`config.mk`:
```
export PLATFORM = sky130hd
export DESIGN_NAME = joust2_input_cond
export DESIGN_NICKNAME = d
export VERILOG_FILES = /design/src/rtl/joust2_input_cond.sv
export SDC_FILE = /design/constraint.sdc
export NUM_CORES = 1
export LEC_CHECK = 0
export ABC_AREA = 1
export CORE_MARGIN = 2
export CORE_UTILIZATION = 50
export CTS_BUF_LIST = sky130_fd_sc_hd__clkbuf_8
export DETAILED_ROUTE_END_ITERATION = 6
export GPL_TIMING_DRIVEN = 1
export PLACE_DENSITY = 0.65
export SYNTH_ARGS = -nofsm -noshare
export SYNTH_HDL_FRONTEND = slang
export SYNTH_SLANG_ARGS = --single-unit
```
`constraint.sdc`:
```
create_clock -name clk_sys -period 18.65 [get_ports clk_sys]
set_input_delay 1.865 -clock clk_sys [delete_from_list [all_inputs] [get_ports clk_sys]]
set_output_delay 1.865 -clock clk_sys [all_outputs]
set_load 0.03 [all_outputs]
```
`src/rtl/joust2_input_cond.sv`:
```
// joust2_input_cond: joystick sync/debounce, player swap and coin pulse shaping for williams2.
// Optional flap autofire is compiled in when INPUT_COND_AUTOFIRE_EN is defined.
module joust2_input_cond #(
    parameter int DEBOUNCE_CYCLES   = 12000,
    parameter int COIN_PULSE_CYCLES = 600000,
    parameter int COIN_GAP_CYCLES   = 600000,
    parameter int AUTOFIRE_HALF     = 360000
) (
    input  logic        clk_sys,
    input  logic        reset,
    input  logic [15:0] joy1,
    input  logic [15:0] joy2,
    input  logic        swap,
`ifdef INPUT_COND_AUTOFIRE_EN
    input  logic        autofire,
`endif
    output logic        btn_left_1,
    output logic        btn_right_1,
    output logic        btn_flap_1,
    output logic        btn_start_1,
    output logic        btn_left_2,
    output logic        btn_right_2,
    output logic        btn_flap_2,
    output logic        btn_start_2,
    output logic        btn_coin,
    output logic        btn_pause
);

    localparam int NCH = 10;
    localparam int DW  = $clog2(DEBOUNCE_CYCLES + 1);
    localparam logic [DW-1:0] DEB_LAST = DW'(DEBOUNCE_CYCLES - 1);

    localparam int CMAX = (COIN_PULSE_CYCLES > COIN_GAP_CYCLES) ?
                          COIN_PULSE_CYCLES : COIN_GAP_CYCLES;
    localparam int CW   = $clog2(CMAX + 1);
    localparam logic [CW-1:0] PULSE_LAST = CW'(COIN_PULSE_CYCLES - 1);
    localparam logic [CW-1:0] GAP_LAST   =
        CW'((COIN_GAP_CYCLES > 0) ? COIN_GAP_CYCLES - 1 : 0);

    typedef enum logic [1:0] {
        IDLE  = 2'd0,
        PULSE = 2'd1,
        GAP   = 2'd2
    } coin_state_t;

    // Channel map: [3:0] player 1, [7:4] player 2 (left,right,flap,start), [8] coin, [9] pause
    logic [NCH-1:0] raw;
    logic [NCH-1:0] s1;
    logic [NCH-1:0] s2;
    logic [NCH-1:0] deb;
    logic           unused_joy;

    assign raw = {joy1[7] | joy2[7], joy1[6] | joy2[6],
                  joy2[5], joy2[4], joy2[0], joy2[1],
                  joy1[5], joy1[4], joy1[0], joy1[1]};

    assign unused_joy = ^{joy1[15:8], joy1[3:2], joy2[15:8], joy2[3:2]};

    always_ff @(posedge clk_sys or posedge reset) begin
        if (reset) begin
            s1 <= '0;
            s2 <= '0;
        end else begin
            s1 <= raw;
            s2 <= s1;
        end
    end

    for (genvar i = 0; i < NCH; i++) begin : g_deb
        logic [DW-1:0] cnt;
        logic          level;

        always_ff @(posedge clk_sys or posedge reset) begin
            if (reset) begin
                cnt   <= '0;
                level <= 1'b0;
            end else if (s2[i] == level) begin
                cnt <= '0;
            end else if (cnt == DEB_LAST) begin
                level <= s2[i];
                cnt   <= '0;
            end else begin
                cnt <= cnt + 1'b1;
            end
        end

        assign deb[i] = level;
    end

    logic [3:0] p1_sel;
    logic [3:0] p2_sel;
    logic [1:0] flap_req;
    logic [1:0] flap_nx;

    assign p1_sel   = swap ? deb[7:4] : deb[3:0];
    assign p2_sel   = swap ? deb[3:0] : deb[7:4];
    assign flap_req = {p2_sel[2], p1_sel[2]};

`ifdef INPUT_COND_AUTOFIRE_EN
    localparam int AW = $clog2(AUTOFIRE_HALF + 1);
    localparam logic [AW-1:0] AF_LAST = AW'(AUTOFIRE_HALF - 1);

    for (genvar p = 0; p < 2; p++) begin : g_af
        logic [AW-1:0] af_cnt;
        logic          af_phase;

        // Phase restarts high so a fresh press always fires immediately
        always_ff @(posedge clk_sys or posedge reset) begin
            if (reset) begin
                af_cnt   <= '0;
                af_phase <= 1'b1;
            end else if (autofire && flap_req[p]) begin
                if (af_cnt == AF_LAST) begin
                    af_cnt   <= '0;
                    af_phase <= ~af_phase;
                end else begin
                    af_cnt <= af_cnt + 1'b1;
                end
            end else begin
                af_cnt   <= '0;
                af_phase <= 1'b1;
            end
        end

        assign flap_nx[p] = autofire ? (flap_req[p] & af_phase) : flap_req[p];
    end
`else
    localparam int af_half_unused = AUTOFIRE_HALF;

    assign flap_nx = flap_req;
`endif

    coin_state_t   state;
    coin_state_t   state_nx;
    logic [CW-1:0] ccnt;
    logic [CW-1:0] ccnt_nx;
    logic          coin_prev;
    logic          coin_rise;
    logic          coin_nx;

    assign coin_rise = deb[8] & ~coin_prev;

    always_ff @(posedge clk_sys or posedge reset) begin
        if (reset) begin
            state     <= IDLE;
            ccnt      <= '0;
            coin_prev <= 1'b0;
        end else begin
            state     <= state_nx;
            ccnt      <= ccnt_nx;
            coin_prev <= deb[8];
        end
    end

    // Edges arriving outside IDLE are simply ignored
    always_comb begin
        state_nx = state;
        ccnt_nx  = ccnt;
        unique case (state)
            IDLE: begin
                if (coin_rise) begin
                    state_nx = PULSE;
                    ccnt_nx  = '0;
                end
            end
            PULSE: begin
                if (ccnt == PULSE_LAST) begin
                    ccnt_nx  = '0;
                    state_nx = (COIN_GAP_CYCLES == 0) ? IDLE : GAP;
                end else begin
                    ccnt_nx = ccnt + 1'b1;
                end
            end
            GAP: begin
                if (ccnt == GAP_LAST) begin
                    ccnt_nx  = '0;
                    state_nx = IDLE;
                end else begin
                    ccnt_nx = ccnt + 1'b1;
                end
            end
            default: begin
                state_nx = IDLE;
                ccnt_nx  = '0;
            end
        endcase
    end

    always_comb begin
        coin_nx = (state_nx == PULSE);
    end

    always_ff @(posedge clk_sys or posedge reset) begin
        if (reset) begin
            btn_left_1  <= 1'b0;
            btn_right_1 <= 1'b0;
            btn_flap_1  <= 1'b0;
            btn_start_1 <= 1'b0;
            btn_left_2  <= 1'b0;
            btn_right_2 <= 1'b0;
            btn_flap_2  <= 1'b0;
            btn_start_2 <= 1'b0;
            btn_coin    <= 1'b0;
            btn_pause   <= 1'b0;
        end else begin
            btn_left_1  <= p1_sel[0];
            btn_right_1 <= p1_sel[1];
            btn_flap_1  <= flap_nx[0];
            btn_start_1 <= p1_sel[3];
            btn_left_2  <= p2_sel[0];
            btn_right_2 <= p2_sel[1];
            btn_flap_2  <= flap_nx[1];
            btn_start_2 <= p2_sel[3];
            btn_coin    <= coin_nx;
            btn_pause   <= deb[9];
        end
    end

endmodule
```
==> metrics.yaml, run 1 <==
wl_per_cell_um: 12.0
finalNetCount: 1374
timing.final.crit_share_pct: 18.0
grtUsageTotal_pct: 18.7
critPathRequiredTime_ns: 16.78
ios: 45
ys_warn_count: 0
cp_slowest_cell: "clkdlybuf4s50_1"
critPathLaunch: "btn_pause"
synth_nets: 1319
cp.depth: 1
avgSynthCellArea_um2: 8.08
start_util_pct: 50.9
status: "finished clean"
slew_violations: 0
core_um2: 20200
gp_congestion: 0.874
vdd_drop_max_uv: 78.2
cp-end-kind: "primary output"
maxSlewHeadroom_pct: 36.4
clock_sinks: 203
regToRegSetupSlack_ns: 16.86
path_delay_family: "buffers and inverters"
cts_tree: "done"
swShare_pct: 22.9
grt_max_degree: 138
clk_pin_slew_ns: 0.06
path_class: "flop to primary output"
htreeDepth: 2
n_antenna_cell: 0
hold_viol: 0
fp.dieH_um: 147
clk_path_buf_depth: 3
drc: 0
reg2reg_depth: 6
max_freq_ghz: 0.298
tightest_slew_ns: 0.954
min_period_ns: 3.35
numCtsBuffers: 35
power.clock.fraction_pct: 45.6
synth_cells: 1269
dieArea_um2: 21700
finalWirelength_um: 19400
crit_path_end: "btn_pause"
drt_iter0_drc: 471
worst_path_largest_cell_delay_ns: 0.66
r2r-start: "ccnt[0]"
final_antenna_net_count: 0
hpwl_um: 13500
critPathMaxFanout: 1
drt-pass1-iter-count: 7
vias: 8201
port_buffers: 24
synth_cell_type_count: 32
cts_resized: 0
timing.critical_path.buf_inv: 1
netlist_area_um2: 10300
viasPerCell: 5.07
antenna_found_initial: 0
hold_class: "flop to flop"
power_leakage_nw: 5.14
start_kind: "flop"
finClkSkew_ns: 0.0116
p_seq_share_pct: 49.9
cp_data_arrival_time_ns: 1.49
cts_hold_buffers: 0
insertion_delay_ns: 0.51
die_x_um: 147
area_delta_synth_final_pct: 12.7
cts_root_buffer: "clkbuf_8"
drive_gt1_share_pct: 7.20
holdPathStages: 0
timing.setup.tns_ns: 0
drv_cap: 0
r2r_end: "ccnt[17]"
p_switching_w: 0.000213
cts_setup_buffers: 0
grt_pass1_vias: 7848
rsz0062_at_grt: "no"
fp-row-count: 52
ys_seq_elements: 203
setup_violations: 0
fillers: 1863
grt_first_pass_wirelength_um: 34700
overflow: 0
ys_seq_area_share_pct: 49.5
crit_path_cell_trace: "clkdlybuf4s50_1"
internal_power_w: 0.000717
finalPower_w: 0.000930
postLayoutCoreUtil_pct: 57.3
pwr-share-comb_pct: 4.5
p_per_area_nw_per_um2: 80.4
-- synth_stat cells (all sizes together) --
cell type	n	share of area, %
nand2	226	8.5
dfrtp	203	50
nor2	197	7.6
inv	186	6.8
nand3	115	5.8
nor3	96	5.3
a21oi	48	2.4
nand4	47	2.9
xor2	40	3.4
o21ai	39	1.9
ha	15	1.8
nor3b	13	1.1
xnor2	13	1.1
nor4	11	0.67
o21bai	5	0.37
buf	4	0.22
and3	3	0.18
clkbuf	3	0.11
a31oi	2	0.12
or2	2	0.12
o21a	1	0.073
-- power by group through the flow --
stage / clock, W / combinational [W] / sequential, W
floorplan: 0 / 0.0000305 / 0.000471
global placement: 0 / 0.0000424 / 0.000472
detailed placement: 0 / 0.0000430 / 0.000472
CTS: 0.000439 / 0.0000435 / 0.000464
global route: 0.000462 / 0.0000496 / 0.000466
finish: 0.000424 / 0.0000419 / 0.000464
-- kinds of logic after synthesis --
| family | share of synthesized area, % |
|---|---|
| AO/OA/AOI/OAI | 4.84 |
| XOR/XNOR | 4.52 |
| flip-flops | 49.5 |
| AND/OR/NAND/NOR | 32.2 |
| adder cells (fa/ha/maj) | 1.83 |
| buffers and inverters | 7.13 |
-- cell type report --
class                           count  area, µm²  share of cell area (%)
Tap cell                          270        338                    2.92
Clock inverter                     14        114                   0.985
Inverter                          186        706                    6.10
Sequential cell                   203       5080                    43.9
Clock buffer                       46        633                    5.47
Timing Repair Buffer               25        248                    2.14
Multi-Input combinational cell    873       4450                    38.5
-- metrics by stage --
| stage | std cells | hold slack, ns | instance area [µm²] | setup WS (ns) |
|---|---|---|---|---|
| 6_report | 1617 | 0.350 | 11600 | 15.30 |
| 5_1_grt | 1617 | 0.356 | 11600 | 14.95 |
| 4_1_cts | 1617 | 0.355 | 11600 | 15.21 |
| 3_5_place_dp | 1557 | 0.335 | 10800 | 14.62 |
| 3_3_place_gp | 1557 | 0.332 | 10800 | 14.65 |
| 2_1_floorplan | 1269 | 0.331 | 10300 | 11.25 |
-- worst min-delay path by stage --
stage / startpoint / endpoint / slack (ns)
floorplan: s1[0] / s2[0] / 0.33
finish: s1[7] / s2[7] / 0.35
global route: s1[3] / s2[3] / 0.36
global placement: s1[9] / s2[9] / 0.33
detailed placement: s1[5] / s2[5] / 0.33
CTS: s1[3] / s2[3] / 0.35
-- layout by cell type, fill, tap and decap left out --
cell type,n
xor2_1,40
inv_8,1
nor3b_2,3
o21ai_0,32
ha_1,15
nor2_2,7
a21oi_1,47
o21a_1,1
nand4_1,47
bufinv_16,2
nand2_2,5
nand3_2,4
clkdlybuf4s50_1,24
nor2_1,187
nor3b_1,10
nor2_4,3
o21bai_1,5
nor3_2,12
or2_2,2
nand2_4,2
nor3_1,84
xnor2_1,13
clkinv_2,7
dfrtp_1,203
nand3_1,111
and3_1,3
clkbuf_8,46
nor4_1,11
inv_2,1
nand2_1,219
buf_4,1
a31oi_1,2
a21oi_2,1
o21ai_1,7
inv_1,189
-- worst register-to-register path, stage by stage, from the launching register on --
cell and delay [ns]:
dfrtp_1 0.39, ha_1 0.20, nand3_1 0.11, nor2_1 0.19, nand3_2 0.14, a21oi_2 0.51, nor2_1 0.11
-- state kept, by name, summed over array words and instances, names as in the netlist, 2 cells and up --
register and cells:
state 2, s1 10, g_deb.cnt 140, ccnt 20
g_deb.level 10, s2 10
-- metal layers --
metal	routed length (µm)	global-route usage [%]
met1	9520	25.8
met2	8770	30.6
met3	767	3.51
met4	354	5.38
met5	0	0
(Power assumes the default switching activity.)
==> inputs of run 2 (changes only) <==
PLACE_DENSITY = 0.67   (was 0.65)
clock period = 2.8 ns   (was 18.65 ns; I/O delays follow)
==> run 2 against run 1 <==
Compared with the run above: cell area up 0.36%; first-iteration DRC count up 5.3%; non-clock buffer count up 3; via count about the same; flip-flop and latch count unchanged; combinational power rose to 6.8 times the previous value; cell count up 0.31%; setup slack worse by 14 ns; core utilization up 0.20 points; critical path type is now flop to flop; largest cell class unchanged.
==> metrics.yaml, run 2 (same netlist as run 1, synthesis figures left out) <==
status: "finished clean"
maxSlewHeadroom_pct: 61.5  # +25 points
clk_pin_slew_ns: 0.06  # about the same
drive_gt1_share_pct: 7.32  # +0.12 points
start_kind: "flop"
crit_path_end: "ccnt[18]"
rsz0062_at_grt: "no"
port_buffers: 24  # unchanged
r2r_end: "ccnt[18]"
met1Wirelength_um: 9590  # +0.76%
grtUsageTotal_pct: 18.6  # -0.11 points
vias: 8202  # +0.012%
start_util_pct: 50.9  # unchanged
route.met3.wl_um: 734  # -4.3%
timing.setup.tns_ns: 0  # unchanged
drt_iter0_drc: 496  # +5.3%
cts_root_buffer: "clkbuf_8"
cts_resized: 0  # unchanged
grt_max_degree: 100  # -28%
hold_viol: 0  # unchanged
area_delta_synth_final_pct: 13.1
cts_hold_buffers: 0  # unchanged
power_leakage_nw: 5.17  # +0.51%
final_antenna_net_count: 0  # unchanged
drc: 0  # unchanged
min_period_ns: 1.84
hold_ws_ns: 0.0365  # -0.314 ns
clk_path_buf_depth: 3  # unchanged
overflow: 0  # unchanged
vdd_drop_max_uv: 407  # +420%
routed.top_layer: "met4"
wl_met2_um: 8570  # -2.2%
hold_class: "primary input to asynchronous set/reset pin"
dieArea_um2: 21700  # unchanged
finalNetCount: 1378  # +0.29%
path_class: "flop to flop"
max_freq_ghz: 0.543
regToRegSetupSlack_ns: 0.96  # -15.90 ns
r2r-start: "ccnt[0]"
finalWirelength_um: 19400  # -0.26%
ios: 45  # unchanged
critPathLaunch: "ccnt[0]"
clock_sinks: 203  # unchanged
slew_violations: 0  # unchanged
finClkSkew_ns: 0.0139  # +0.00231 ns
reg2reg_depth: 6  # unchanged
cts_tree: "done"
critPathRequiredTime_ns: 3.16  # -13.62 ns
fp.dieH_um: 147  # unchanged
wl_per_cell_um: 11.9  # -0.57%
drv_cap: 0  # unchanged
top_regs: "g_deb.cnt: 140 flops, ccnt: 20 flops"
core_um2: 20200  # unchanged
tightest_slew_ns: 0.578  # -0.376 ns
regMostFlops: "g_deb.cnt"
cp_data_arrival_time_ns: 2.20  # +0.71 ns
grt_first_pass_wirelength_um: 34300  # -1.1%
place_area_um2: 10900  # +0.40%
timing.final.crit_share_pct: 65.8
grt_pass1_vias: 7804  # -0.56%
htreeDepth: 2  # unchanged
critPathMaxFanout: 11  # +10
insertion_delay_ns: 0.51  # about the same
numCtsBuffers: 36  # +2.9%
setup_violations: 0  # unchanged
place_inst: 1560  # +0.19%
antenna_found_initial: 0  # unchanged
gp_congestion: 0.845  # -3.3%
viasPerCell: 5.06  # -0.30%
die_x_um: 147  # unchanged
hpwl_um: 13700  # +1.5%
drt-pass1-iter-count: 5  # -2
cts_setup_buffers: 0  # unchanged
fp-row-count: 52  # unchanged
final_cell_mix: "219 x nand2_1, 203 x dfrtp_1, 192 x inv_1"
n_antenna_cell: 0  # unchanged
fin_cells: 1622  # +0.31%
final_common_cell: "nand2_1"
fin_area_um2: 11600  # +0.36%
p_per_area_nw_per_um2: 533  # +560%
largest_reg_flops: 140  # unchanged
cp-end-kind: "flop"
[run 2: changes by cell type in the layout (fill, tap and decap cells not counted)]
cell        delta
inv_1          +3
buf_12         +2
buf_4          +1
clkbuf_8       -1
clkinvlp_4     +1
inv_8          -1
[run 2: through the flow]
step	power, W	util [%]	setup WS [ns]
3_3_place_gp	0.00343	53.9	1.03
3_5_place_dp	0.00344	53.9	1.01
2_1_floorplan	0.00334	-	-0.110
5_1_grt	0.00649	57.5	0.839
6_report	0.00618	57.5	0.958
4_1_cts	0.00631	57.5	0.975
[run 2: critical path, cell delays in order, from the launching register on]
cell and delay (ns):
dfrtp_1 0.40, ha_1 0.20, nand3_1 0.12, nor2_1 0.21, nand3_2 0.15, a21oi_2 0.51
nor2_1 0.11
[run 2: final cells by class]
cell class	instances	area (µm²)
clock buffer	45	619
clock inverter	17	125
fill	1838	8560
inverter	186	702
multi-input combinational	873	4450
sequential	203	5080
tap	270	338
timing repair buffer	28	295
[run 2: how the worst min path moves through the flow]
| stage | depth (start not counted) | slack [ns] | start | endpoint |
|---|---|---|---|---|
| 2_1_floorplan | 0 | 0.31 | joy1[1] | s1[0] |
| 3_3_place_gp | 0 | 0.33 | s1[2] | s2[2] |
| 3_5_place_dp | 0 | 0.33 | s1[4] | s2[4] |
| 4_1_cts | 2 | 0.004 | reset | ccnt[13] |
| 5_1_grt | 2 | 0.03 | reset | ccnt[13] |
| 6_report | 2 | 0.04 | reset | ccnt[13] |
[run 2: report_power, final]
part           total [W]  leakage [nW]  internal, W  switching (W)
Combinational   0.000286          2.00     0.000110       0.000176
Sequential       0.00309          2.75      0.00302      0.0000710
Clock            0.00280         0.422      0.00163        0.00117
Total            0.00618          5.17      0.00476        0.00142
[run 2: layer usage]
metal | up-vias | GRT usage [%]
li1 | 4263 | -
met1 | 3771 | 25.8
met2 | 130 | 29.9
met3 | 38 | 3.29
met4 | 0 | 6.30
met5 | - | 0
